<file path="config.mk">
export PLATFORM = sky130hd
export DESIGN_NAME = keypad_event_fifo_flat
export DESIGN_NICKNAME = d
export VERILOG_FILES = /design/src/rtl/keypad_pkg.sv /design/src/rtl/keypad_event_fifo_if.sv /design/src/rtl/keypad_sync_fifo.sv /design/src/rtl/keypad_event_fifo.sv /design/src/flat_wrapper.sv
export SDC_FILE = /design/constraint.sdc
export NUM_CORES = 1
export LEC_CHECK = 0
export ABC_AREA = 1
export BUFFER_PORTS_ARGS = -buffer_cell sky130_fd_sc_hd__buf_2
export CORE_MARGIN = 1.5
export CORE_UTILIZATION = 60
export DETAILED_ROUTE_END_ITERATION = 8
export HOLD_SLACK_MARGIN = 0.15
export PLACE_DENSITY = 0.8
export REMOVE_ABC_BUFFERS = 1
export SLEW_MARGIN = 20
export SYNTH_ARGS = -nofsm -noshare
export SYNTH_HDL_FRONTEND = slang
export SYNTH_SLANG_ARGS = --single-unit
export TNS_END_PERCENT = 30
</file>
<file path="constraint.sdc">
create_clock -name clock -period 3.4 [get_ports clock]
set_input_delay 0 -clock clock [delete_from_list [all_inputs] [get_ports clock]]
set_output_delay 0 -clock clock [all_outputs]
set_load 0.02 [all_outputs]
</file>
<file path="src/rtl/keypad_pkg.sv">
// -----------------------------------------------------------------------------
// keypad_pkg
// This package holds the definitions that the hex keypad scanner, the event
// FIFO and the downstream decoders share.
//   KEYPAD_CODE_W   : default key code width.
//   KEYPAD_TSTAMP_W : width of the optional event timestamp.
//   holdoff_state_e : states of the press hold-off FSM.
// -----------------------------------------------------------------------------
package keypad_pkg;

  localparam int KEYPAD_CODE_W   = 4;
  localparam int KEYPAD_TSTAMP_W = 16;

  typedef enum logic {
    IDLE  = 1'b0,
    BLOCK = 1'b1
  } holdoff_state_e;

endpackage

</file>
<file path="src/rtl/keypad_event_fifo_if.sv">
// -----------------------------------------------------------------------------
// keypad_event_fifo_if
// This interface bundles the signals of the keypad event FIFO.
//   key_code/key_valid : scanner side, driven by the master.
//   clr_ovf            : clears the sticky overflow flag (master).
//   out_code/out_valid : head of the queue, driven by the slave.
//   out_ready          : consumer acceptance (master).
//   count/overflow     : queue occupancy and sticky drop flag (slave).
//   out_tstamp         : push-cycle timestamp of the head entry. It exists only
//                        when KEYPAD_EVENT_FIFO_TSTAMP_EN is defined.
// The slave modport belongs to keypad_event_fifo. The master modport belongs
// to whatever drives the scanner side and consumes the queue.
// -----------------------------------------------------------------------------
interface keypad_event_fifo_if
  import keypad_pkg::*;
#(
  parameter int CODE_W = KEYPAD_CODE_W,
  parameter int DEPTH  = 8
) ();

  localparam int CNT_W = $clog2(DEPTH) + 1;

  logic [CODE_W-1:0] key_code;
  logic              key_valid;
  logic              clr_ovf;
  logic [CODE_W-1:0] out_code;
  logic              out_valid;
  logic              out_ready;
  logic [CNT_W-1:0]  count;
  logic              overflow;

`ifdef KEYPAD_EVENT_FIFO_TSTAMP_EN
  logic [KEYPAD_TSTAMP_W-1:0] out_tstamp;

  modport master (
    output key_code, key_valid, clr_ovf, out_ready,
    input  out_code, out_valid, count, overflow, out_tstamp
  );

  modport slave (
    input  key_code, key_valid, clr_ovf, out_ready,
    output out_code, out_valid, count, overflow, out_tstamp
  );
`else
  modport master (
    output key_code, key_valid, clr_ovf, out_ready,
    input  out_code, out_valid, count, overflow
  );

  modport slave (
    input  key_code, key_valid, clr_ovf, out_ready,
    output out_code, out_valid, count, overflow
  );
`endif

endinterface

</file>
<file path="src/rtl/keypad_sync_fifo.sv">
// -----------------------------------------------------------------------------
// keypad_sync_fifo
// This is a single-clock FIFO. The pointers are one bit wider than the address
// and wrap modulo 2*DEPTH, and the extra MSB tells full from empty.
//   clock, reset : rising-edge clock, asynchronous active-high reset.
//   push, wdata  : write request and data. The FIFO accepts the write when it
//                  is not full, or when a pop happens in the same cycle.
//   pop          : read request. The FIFO ignores it while empty.
//   rdata        : head entry. It reads as zero while the FIFO is empty.
//   count        : occupancy, wr_ptr - rd_ptr.
//   full, empty  : status flags.
// -----------------------------------------------------------------------------
module keypad_sync_fifo #(
  parameter int WIDTH = 4,
  parameter int DEPTH = 8,
  localparam int AW   = $clog2(DEPTH),
  localparam int PW   = AW + 1
) (
  input  logic             clock,
  input  logic             reset,
  input  logic             push,
  input  logic             pop,
  input  logic [WIDTH-1:0] wdata,
  output logic [WIDTH-1:0] rdata,
  output logic [PW-1:0]    count,
  output logic             full,
  output logic             empty
);

  logic [PW-1:0]    wr_ptr_q, wr_ptr_d;
  logic [PW-1:0]    rd_ptr_q, rd_ptr_d;
  logic [WIDTH-1:0] mem_q [DEPTH];
  logic             pop_ok;
  logic             push_ok;

  assign empty = (wr_ptr_q == rd_ptr_q);
  assign full  = (wr_ptr_q[AW] != rd_ptr_q[AW]) &&
                 (wr_ptr_q[AW-1:0] == rd_ptr_q[AW-1:0]);

  // When the FIFO is full, a pop in the same cycle frees the slot that the
  // push is about to fill.
  assign pop_ok  = pop & ~empty;
  assign push_ok = push & (~full | pop_ok);

  always_comb begin
    wr_ptr_d = wr_ptr_q + PW'(push_ok);
    rd_ptr_d = rd_ptr_q + PW'(pop_ok);
  end

  always_ff @(posedge clock or posedge reset) begin
    if (reset) begin
      wr_ptr_q <= '0;
      rd_ptr_q <= '0;
    end else begin
      wr_ptr_q <= wr_ptr_d;
      rd_ptr_q <= rd_ptr_d;
    end
  end

  // The storage is not reset. Reset empties the queue through the pointers.
  always_ff @(posedge clock) begin
    if (push_ok) begin
      mem_q[wr_ptr_q[AW-1:0]] <= wdata;
    end
  end

  assign rdata = empty ? '0 : mem_q[rd_ptr_q[AW-1:0]];
  assign count = wr_ptr_q - rd_ptr_q;

endmodule

</file>
<file path="src/rtl/keypad_event_fifo.sv">
// -----------------------------------------------------------------------------
// keypad_event_fifo
// This block turns the keypad scanner's valid strobes into one event per key
// press and queues the key codes for the host.
//   clock, reset : rising-edge clock, asynchronous active-high reset.
//   bus (slave)  : key_code/key_valid from the scanner, clr_ovf,
//                  out_code/out_valid/out_ready toward the consumer,
//                  count (occupancy) and overflow (sticky drop flag).
// The hold-off FSM waits in BLOCK after each accepted strobe. Any further
// strobe restarts the HOLDOFF-cycle quiet window. Only a strobe seen in IDLE
// counts as a new press.
// Optional feature (define KEYPAD_EVENT_FIFO_TSTAMP_EN): a free-running 16-bit
// cycle counter is added. Each entry is stored together with the counter
// value from its push cycle, and that value appears on bus.out_tstamp.
// -----------------------------------------------------------------------------
module keypad_event_fifo
  import keypad_pkg::*;
#(
  parameter int DEPTH   = 8,
  parameter int CODE_W  = KEYPAD_CODE_W,
  parameter int HOLDOFF = 16
) (
  input  logic                clock,
  input  logic                reset,
  keypad_event_fifo_if.slave  bus
);

  localparam int CNT_W  = $clog2(DEPTH) + 1;
  localparam int HOLD_W = (HOLDOFF > 1) ? $clog2(HOLDOFF) : 1;
  localparam logic [HOLD_W-1:0] HOLD_LOAD = HOLD_W'(HOLDOFF - 1);

`ifdef KEYPAD_EVENT_FIFO_TSTAMP_EN
  localparam int FIFO_W = CODE_W + KEYPAD_TSTAMP_W;
`else
  localparam int FIFO_W = CODE_W;
`endif

  holdoff_state_e    state_q, state_d;
  logic [HOLD_W-1:0] hold_q, hold_d;
  logic              overflow_q, overflow_d;
  logic              push_req;
  logic              drop;
  logic              fifo_full;
  logic              fifo_empty;
  logic [FIFO_W-1:0] fifo_wdata;
  logic [FIFO_W-1:0] fifo_rdata;
  logic [CNT_W-1:0]  fifo_count;

  // Hold-off FSM
  always_comb begin
    state_d  = state_q;
    hold_d   = hold_q;
    push_req = 1'b0;
    case (state_q)
      IDLE: begin
        if (bus.key_valid) begin
          push_req = 1'b1;
          hold_d   = HOLD_LOAD;
          state_d  = BLOCK;
        end
      end
      BLOCK: begin
        if (bus.key_valid) begin
          hold_d = HOLD_LOAD;
        end else if (hold_q != '0) begin
          hold_d = hold_q - HOLD_W'(1);
        end else begin
          state_d = IDLE;
        end
      end
      default: state_d = IDLE;
    endcase
  end

  always_ff @(posedge clock or posedge reset) begin
    if (reset) begin
      state_q <= IDLE;
      hold_q  <= '0;
    end else begin
      state_q <= state_d;
      hold_q  <= hold_d;
    end
  end

  // A full queue implies a non-empty queue, so out_ready alone means a pop
  // is happening this cycle and the push can take the freed slot.
  assign drop = push_req & fifo_full & ~bus.out_ready;

  // If a drop and a clear happen in the same cycle, the drop wins.
  always_comb begin
    overflow_d = drop | (overflow_q & ~bus.clr_ovf);
  end

  always_ff @(posedge clock or posedge reset) begin
    if (reset) begin
      overflow_q <= 1'b0;
    end else begin
      overflow_q <= overflow_d;
    end
  end

`ifdef KEYPAD_EVENT_FIFO_TSTAMP_EN
  logic [KEYPAD_TSTAMP_W-1:0] tstamp_q, tstamp_d;

  always_comb begin
    tstamp_d = tstamp_q + KEYPAD_TSTAMP_W'(1);
  end

  always_ff @(posedge clock or posedge reset) begin
    if (reset) begin
      tstamp_q <= '0;
    end else begin
      tstamp_q <= tstamp_d;
    end
  end

  assign fifo_wdata = {tstamp_q, bus.key_code};
  assign bus.out_tstamp = fifo_rdata[FIFO_W-1:CODE_W];
`else
  assign fifo_wdata = bus.key_code;
`endif

  keypad_sync_fifo #(
    .WIDTH (FIFO_W),
    .DEPTH (DEPTH)
  ) u_fifo (
    .clock (clock),
    .reset (reset),
    .push  (push_req),
    .pop   (bus.out_ready),
    .wdata (fifo_wdata),
    .rdata (fifo_rdata),
    .count (fifo_count),
    .full  (fifo_full),
    .empty (fifo_empty)
  );

  assign bus.out_code  = fifo_rdata[CODE_W-1:0];
  assign bus.out_valid = ~fifo_empty;
  assign bus.count     = fifo_count;
  assign bus.overflow  = overflow_q;

endmodule

</file>
<file path="src/flat_wrapper.sv">
// flat-port wrapper written by rule: the top's interface ports become plain ports
module keypad_event_fifo_flat import keypad_pkg::*;
#(
  parameter int DEPTH   = 8,
  parameter int CODE_W  = KEYPAD_CODE_W,
  parameter int HOLDOFF = 16
)
  (clock, reset, bus_key_code, bus_key_valid, bus_clr_ovf, bus_out_ready, bus_out_code, bus_out_valid, bus_count, bus_overflow);
  keypad_event_fifo_if #(.CODE_W(CODE_W), .DEPTH(DEPTH)) bus_i ();
  input  logic clock;
  input  logic reset;
  input wire logic [$bits(bus_i.key_code)-1:0] bus_key_code;
  input wire logic [$bits(bus_i.key_valid)-1:0] bus_key_valid;
  input wire logic [$bits(bus_i.clr_ovf)-1:0] bus_clr_ovf;
  input wire logic [$bits(bus_i.out_ready)-1:0] bus_out_ready;
  output wire logic [$bits(bus_i.out_code)-1:0] bus_out_code;
  output wire logic [$bits(bus_i.out_valid)-1:0] bus_out_valid;
  output wire logic [$bits(bus_i.count)-1:0] bus_count;
  output wire logic [$bits(bus_i.overflow)-1:0] bus_overflow;
  assign bus_i.key_code = bus_key_code;
  assign bus_i.key_valid = bus_key_valid;
  assign bus_i.clr_ovf = bus_clr_ovf;
  assign bus_i.out_ready = bus_out_ready;
  assign bus_out_code = bus_i.out_code;
  assign bus_out_valid = bus_i.out_valid;
  assign bus_count = bus_i.count;
  assign bus_overflow = bus_i.overflow;
  keypad_event_fifo #(.DEPTH(DEPTH), .CODE_W(CODE_W), .HOLDOFF(HOLDOFF)) u_core (.clock(clock), .reset(reset), .bus(bus_i));
endmodule
</file>
==> impl_metrics.env, run 1 <==
export IMPL_grt_max_degree=20
export IMPL_ys_types=20
export IMPL_dieHeight_um=64.0
export IMPL_clock_latency_ns=0.29
export IMPL_timing_final_crit_period_ns=2.63
export IMPL_finalPower_w=0.00165
export IMPL_cp_end_kind="register"
export IMPL_crit_family="adder cells"
export IMPL_drtPass1Iterations=5
export IMPL_finalSetupViolCount=0
export IMPL_hold_viol=0
export IMPL_clk_pin_slew_worst_paths_ns=0.08
export IMPL_leakage_nw=1.22
export IMPL_cp_buffers_inverters=2
export IMPL_synth_seq_area_share=0.586
export IMPL_cts_sinks=46
export IMPL_critical_path_cell_chain="clkinv_1 > ha_1 > nand2_1 > nor2_1 > nand3_1 > nand2_2 > inv_1 > ha_1 > ha_1 > xor2_1"
export IMPL_worst_ep_required_time_ns=3.57
export IMPL_clk_path_buf_depth=2
export IMPL_postRouteAntennaNets=0
export IMPL_worstPathMaxFanout=12
export IMPL_syn_to_final_growth_pct=12.8
export IMPL_top_layer="met4"
export IMPL_maxSlewHeadroom=0.578
export IMPL_placed_area_sq_mm=0.00235
export IMPL_status="complete, no violations"
export IMPL_vias=1541
export IMPL_dr_wl_met3_um=178
export IMPL_final_common_cell="nand2_1"
export IMPL_fin_crit_sh=0.773
export IMPL_routedWlPerCell_um=12.5
export IMPL_cts_max_level=2
export IMPL_drive_above_1_share=0.113
export IMPL_netlist_instances=235
export IMPL_drv_slew=0
export IMPL_grt_overflow=0
export IMPL_fin_tns_setup_ns=0
export IMPL_mostFrequentLayoutCells="52 x nand2_1, 48 x inv_1, 33 x nand3_1"
export IMPL_crit_arrival_ns=2.80
export IMPL_top_level_ports=19
export IMPL_final_area_sq_mm=0.00252
export IMPL_cpMaxStageDelayCell="dfrtp_1"
export IMPL_ir_worst_vdd_mv=0.360
export IMPL_utilization=0.733
export IMPL_cts_tree="yes"
export IMPL_critPathKind="reg2reg"
export IMPL_slowest_delay_ns=0.58
export IMPL_max_freq_mhz=381
export IMPL_netlist_area_sq_mm=0.00224
export IMPL_fin_hold_ws_ns=0.285
export IMPL_hold_class="in2async"
export IMPL_grt_usage=0.226
export IMPL_grt_pass1_vias=1465
export IMPL_grt_pass1_wl_um=6800
export IMPL_fin_skew_ns=0.00504
export IMPL_met1Wirelength_um=1720
export IMPL_antenna_found_initial=0
export IMPL_drc=0
export IMPL_viasPerCell=4.95
export IMPL_max_slew_worst_pin_slew_ns=0.633
export IMPL_fp_coreArea_sq_mm=0.00344
export IMPL_nNetsFinal=283
export IMPL_worst_setup_path_start_kind="register"
export IMPL_ys_seq_elements=46
export IMPL_die_area_sq_mm=0.00410
export IMPL_root_buffer="clkbuf_8"
export IMPL_start_util=0.650
export IMPL_wirelength_um=3900
export IMPL_synth_avg_cell_area_sq_um=9.51
export IMPL_diodes=0
export IMPL_cts_made_buffers=5
export IMPL_power_density_mw_per_mm2=654
export IMPL_route_met2_wl_um=1950
export IMPL_hpwl_um=2770
export IMPL_crit_top_cell="ha_1"
export IMPL_drt_iter0_drc=147
export IMPL_port_buffers=18
export IMPL_placementRows=21
export IMPL_rsz0062_at_grt="no"
export IMPL_globalplace_congestion=0.847
export IMPL_synth_warnings=0
export IMPL_die_w_um=64.0
export IMPL_drv_cap=0
## per-layer routing
layer,global-route usage,vias to the layer above
li1,-,796
met1,0.308,699
met2,0.359,41
met3,0.0546,5
met4,0.0734,0
met5,0,-
## flip-flops by register name, summed over array words and instances, names as in the netlist
register / flops
u_core.u_fifo.rd_ptr_q: 4
u_core.u_fifo.wr_ptr_q: 4
u_core.state_q: 1
u_core.hold_q: 4
u_core.u_fifo.mem_q: 32
u_core.bus.overflow: 1
## worst register-to-register path, cell delays in order, from the launching register on
cell	delay, ns
dfrtp_1	0.58
clkinv_1	0.34
ha_1	0.38
nand2_1	0.06
nor2_1	0.24
nand3_1	0.14
nand2_2	0.17
inv_1	0.06
ha_1	0.20
ha_1	0.19
xor2_1	0.16
## layout make-up
cell class                 instances  area [sq um]
fill                             246           920
clock inverter                     3          16.3
clock buffer                       5          68.8
timing repair buffer              27           180
sequential                        46          1310
inverter                          51           191
multi-input combinational        133           697
tap                               46          57.6
## per-stage QoR
stage | instances | worst slack [ns]
4_1_cts | 311 | 0.788
3_5_place_dp | 294 | 0.797
5_1_grt | 311 | 0.586
6_report | 311 | 0.773
3_3_place_gp | 294 | 0.915
2_1_floorplan | 230 | 1.12
## worst paths after layout
| path | start | end | cells past startpoint | slack (ns) |
|---|---|---|---|---|
| min reg2reg | u_core.hold_q[0] | u_core.hold_q[0] | 2 | 0.49 |
| max in group asynchronous | reset | u_core.u_fifo.rd_ptr_q[2] | 3 | 2.76 |
| min in group clock | u_core.hold_q[0] | u_core.hold_q[0] | 2 | 0.49 |
| max | u_core.u_fifo.rd_ptr_q[1] | u_core.u_fifo.wr_ptr_q[2] | 10 | 0.77 |
| max reg2reg | u_core.u_fifo.rd_ptr_q[1] | u_core.u_fifo.wr_ptr_q[2] | 10 | 0.77 |
| min | reset | u_core.hold_q[1] | 3 | 0.28 |
## synthesized netlist by cell type
cell	instances	area [sq um]
fa_1	1	20.0
o21ai_0	4	20.0
edfxtp_1	32	961
buf_2	2	10.0
nand3_1	33	165
xor2_1	2	17.5
nand4_1	2	12.5
nand2_2	2	12.5
nor2_1	20	75.1
xnor2_1	4	35.0
dfrtp_1	14	350
ha_1	9	113
inv_1	48	180
nand2_1	52	195
clkinv_1	1	3.75
inv_2	2	7.51
xor2_2	1	16.3
a21oi_1	3	15.0
buf_4	2	15.0
buf_6	1	11.3
## where the power goes
group / total, W / switching [W] / internal [W]
clock network: 0.000312 / 0.000171 / 0.000141
logic: 0.000625 / 0.000399 / 0.000226
registers: 0.000713 / 0.0000855 / 0.000627
total: 0.00165 / 0.000655 / 0.000994
## logic make-up after synthesis
| kind of cell | count (synthesis) | share of synthesized area |
|---|---|---|
| compound gates | 7 | 0.0157 |
| buf+inv | 56 | 0.102 |
| xor+xnor | 7 | 0.0308 |
| fa+ha+maj | 10 | 0.0593 |
| simple gates | 109 | 0.206 |
| flops | 46 | 0.586 |
## repair_timing
action                                  CTS  global route
endpoints found under the setup margin    0             0
buffers inserted                          0             0
hold buffers                              9             0
resized for setup                         0             0
endpoints found under the hold margin    53             0
Power figures use the tool's default switching activity.
==> run 2: changes to the inputs <==
- ABC_AREA: 1 -> 0
- CORE_UTILIZATION: 60 -> 58
- PLACE_DENSITY: 0.8 -> 0.78
- clock period: 3.4 -> 2.6 ns (I/O delays scaled with it)
==> run 2 against run 1 <==
Via count fell by 20%. First-iteration DRC count fell by 64%. Non-clock buffer count rose by 2. Routed wire length fell by 11%.
==> impl_metrics.env, run 2 <==
export IMPL_crit_family="buffers and inverters"
export IMPL_drv_slew=0
export IMPL_fill_cells=270
export IMPL_synth_top_area_frac=0.469
export IMPL_grt_usage=0.208
export IMPL_start_util=0.610
export IMPL_placementRows=21
export IMPL_routedWlPerCell_um=15.1
export IMPL_rsz0062_at_grt="no"
export IMPL_fin_tns_setup_ns=0
export IMPL_fin_hold_ws_ns=0.202
export IMPL_dp_slack_ns=0.317
export IMPL_synth_edff_count=32
export IMPL_crit_arrival_ns=2.63
export IMPL_r2r_end="u_core.bus.overflow"
export IMPL_grt_pass1_vias=1306
export IMPL_vias=1233
export IMPL_hold_class="in2async"
export IMPL_hold_viol=0
export IMPL_synth_warnings=0
export IMPL_final_area_sq_mm=0.00234
export IMPL_multiInputGateArea_sq_um=663
export IMPL_cts_made_buffers=5
export IMPL_r2r_cells=6
export IMPL_finalSetupViolCount=0
export IMPL_worstPathMaxFanout=10
export IMPL_cp_buffers_inverters=2
export IMPL_ys_seq_elements=46
export IMPL_cts_sinks=46
export IMPL_clk_pin_slew_worst_paths_ns=0.13
export IMPL_r2r_start="u_core.u_fifo.rd_ptr_q[2]"
export IMPL_placed_area_sq_mm=0.00219
export IMPL_final_common_cell="edfxtp_1"
export IMPL_drt_iter0_drc=53
export IMPL_fin_skew_ns=0.00777
export IMPL_drtPass1Iterations=4
export IMPL_die_area_sq_mm=0.00390
export IMPL_hpwl_um=2550
export IMPL_grt_max_degree=20
export IMPL_viasPerCell=5.34
export IMPL_clock_latency_ns=0.36
export IMPL_cts_resized=0
export IMPL_maxSlewHeadroom=0.559
export IMPL_async_flop_share=0.304
export IMPL_antenna_found_initial=0
export IMPL_ys_types=31
export IMPL_leakage_nw=0.970
export IMPL_cpMaxStageDelayCell="dlygate4sd3_1"
export IMPL_mostFrequentLayoutCells="32 x edfxtp_1, 18 x buf_2, 16 x mux2i_1"
export IMPL_max_freq_mhz=430
export IMPL_critPathKind="reg2reg"
export IMPL_cp_end_kind="register"
export IMPL_synth_flop_cell="edfxtp_1"
export IMPL_yosys_area_top_type="edfxtp_1"
export IMPL_drv_cap=0
export IMPL_fp_coreArea_sq_mm=0.00336
export IMPL_clk_path_buf_depth=2
export IMPL_synth_avg_cell_area_sq_um=13.5
export IMPL_syn_to_final_growth_pct=14.0
export IMPL_postRouteAntennaNets=0
export IMPL_globalplace_congestion=0.773
export IMPL_diodes=0
export IMPL_setup_ws_ns=0.273
export IMPL_cts_tree="yes"
export IMPL_final_seq_area_sq_mm=0.00131
export IMPL_worst_ep_required_time_ns=2.91
export IMPL_status="complete, no violations"
export IMPL_post_synth_top_count_cell="edfxtp_1"
export IMPL_nNetsFinal=203
export IMPL_top_level_ports=19
export IMPL_cts_max_level=2
export IMPL_drc=0
export IMPL_cts_setup_buffers=0
export IMPL_drive_above_1_share=0.173
export IMPL_ir_worst_vdd_mv=0.455
export IMPL_timing_final_crit_period_ns=2.33
export IMPL_die_w_um=62.5
export IMPL_wirelength_um=3480
export IMPL_power_density_mw_per_mm2=854
export IMPL_cts_hold_fix_buffers=9
export IMPL_slowest_delay_ns=0.59
export IMPL_root_buffer="clkbuf_4"
export IMPL_worst_setup_path_start_kind="register"
export IMPL_max_slew_worst_pin_slew_ns=0.656
export IMPL_dieHeight_um=62.5
export IMPL_grt_overflow=0
export IMPL_worst_path_stages=6
export IMPL_netlist_instances=152
export IMPL_grt_pass1_wl_um=6000
export IMPL_netlist_area_sq_mm=0.00205
export IMPL_largest_reg_flops=32
export IMPL_synth_seq_area_share=0.639
export IMPL_r2r_slack_ns=0.27
export IMPL_critical_path_cell_chain="inv_1 > ha_1 > nand3_1 > or3_1 > o32ai_1 > dlygate4sd3_1"
export IMPL_yosys_top_cells_area="edfxtp_1 47%, dfrtp_1 17%, mux2i_1 7.8%"
export IMPL_port_buffers=18
export IMPL_fin_crit_sh=0.895
export IMPL_synth_common_cells="32 x edfxtp_1, 16 x mux2i_1, 14 x dfrtp_1"
run 2: through the flow:
stage / utilization / total power (W) / instances
after global routing: 0.695 / 0.00212 / 231
after global placement: 0.651 / 0.00166 / 214
after CTS: 0.695 / 0.00201 / 231
after detailed placement: 0.651 / 0.00168 / 214
after floorplan: - / 0.00144 / 148
final: 0.695 / 0.00200 / 231
run 2: worst max-delay path by stage:
stage          slack, ns                   endpoint                 startpoint
2_1_floorplan        0.1  u_core.u_fifo.wr_ptr_q[2]  u_core.u_fifo.rd_ptr_q[1]
3_3_place_gp        0.40  u_core.u_fifo.mem_q[2][0]  u_core.u_fifo.rd_ptr_q[2]
3_5_place_dp        0.32  u_core.u_fifo.wr_ptr_q[2]  u_core.u_fifo.rd_ptr_q[2]
4_1_cts             0.26        u_core.bus.overflow  u_core.u_fifo.rd_ptr_q[2]
5_1_grt             0.13        u_core.bus.overflow  u_core.u_fifo.rd_ptr_q[2]
6_report            0.27        u_core.bus.overflow  u_core.u_fifo.rd_ptr_q[2]
run 2: area by class of cell:
class | count | area share
sequential | 46 | 0.561
timing repair buffer | 29 | 0.0835
inverter | 14 | 0.0225
clock inverter | 3 | 0.00910
multi-input combinational | 88 | 0.284
tap | 46 | 0.0246
clock buffer | 5 | 0.0161
run 2: worst min-delay path: cells and delay by family:
family                 cells  cell delay (ns)
buffers and inverters      3             1.04
run 2: power by group:
part	switching (W)	internal (W)	total [W]
clock	0.000224	0.000105	0.000329
sequential	0.0000555	0.000819	0.000875
combinational	0.000469	0.000324	0.000793
run 2: logic make-up after synthesis:
kind of cell / synth area share
AOI/OAI and AO/OA: 0.0305
xor gates and xnor gates: 0.0427
DFF: 0.639
and+or+nand+nor: 0.107
muxes: 0.0781
adders and majority gates: 0.0647
buffers and inverters: 0.0372
run 2: layer usage:
layer / GRT usage / routed length (um)
met2: 0.347 / 1730
met4: 0.0694 / 70
met3: 0.0685 / 116
met5: 0 / 0
met1: 0.256 / 1560
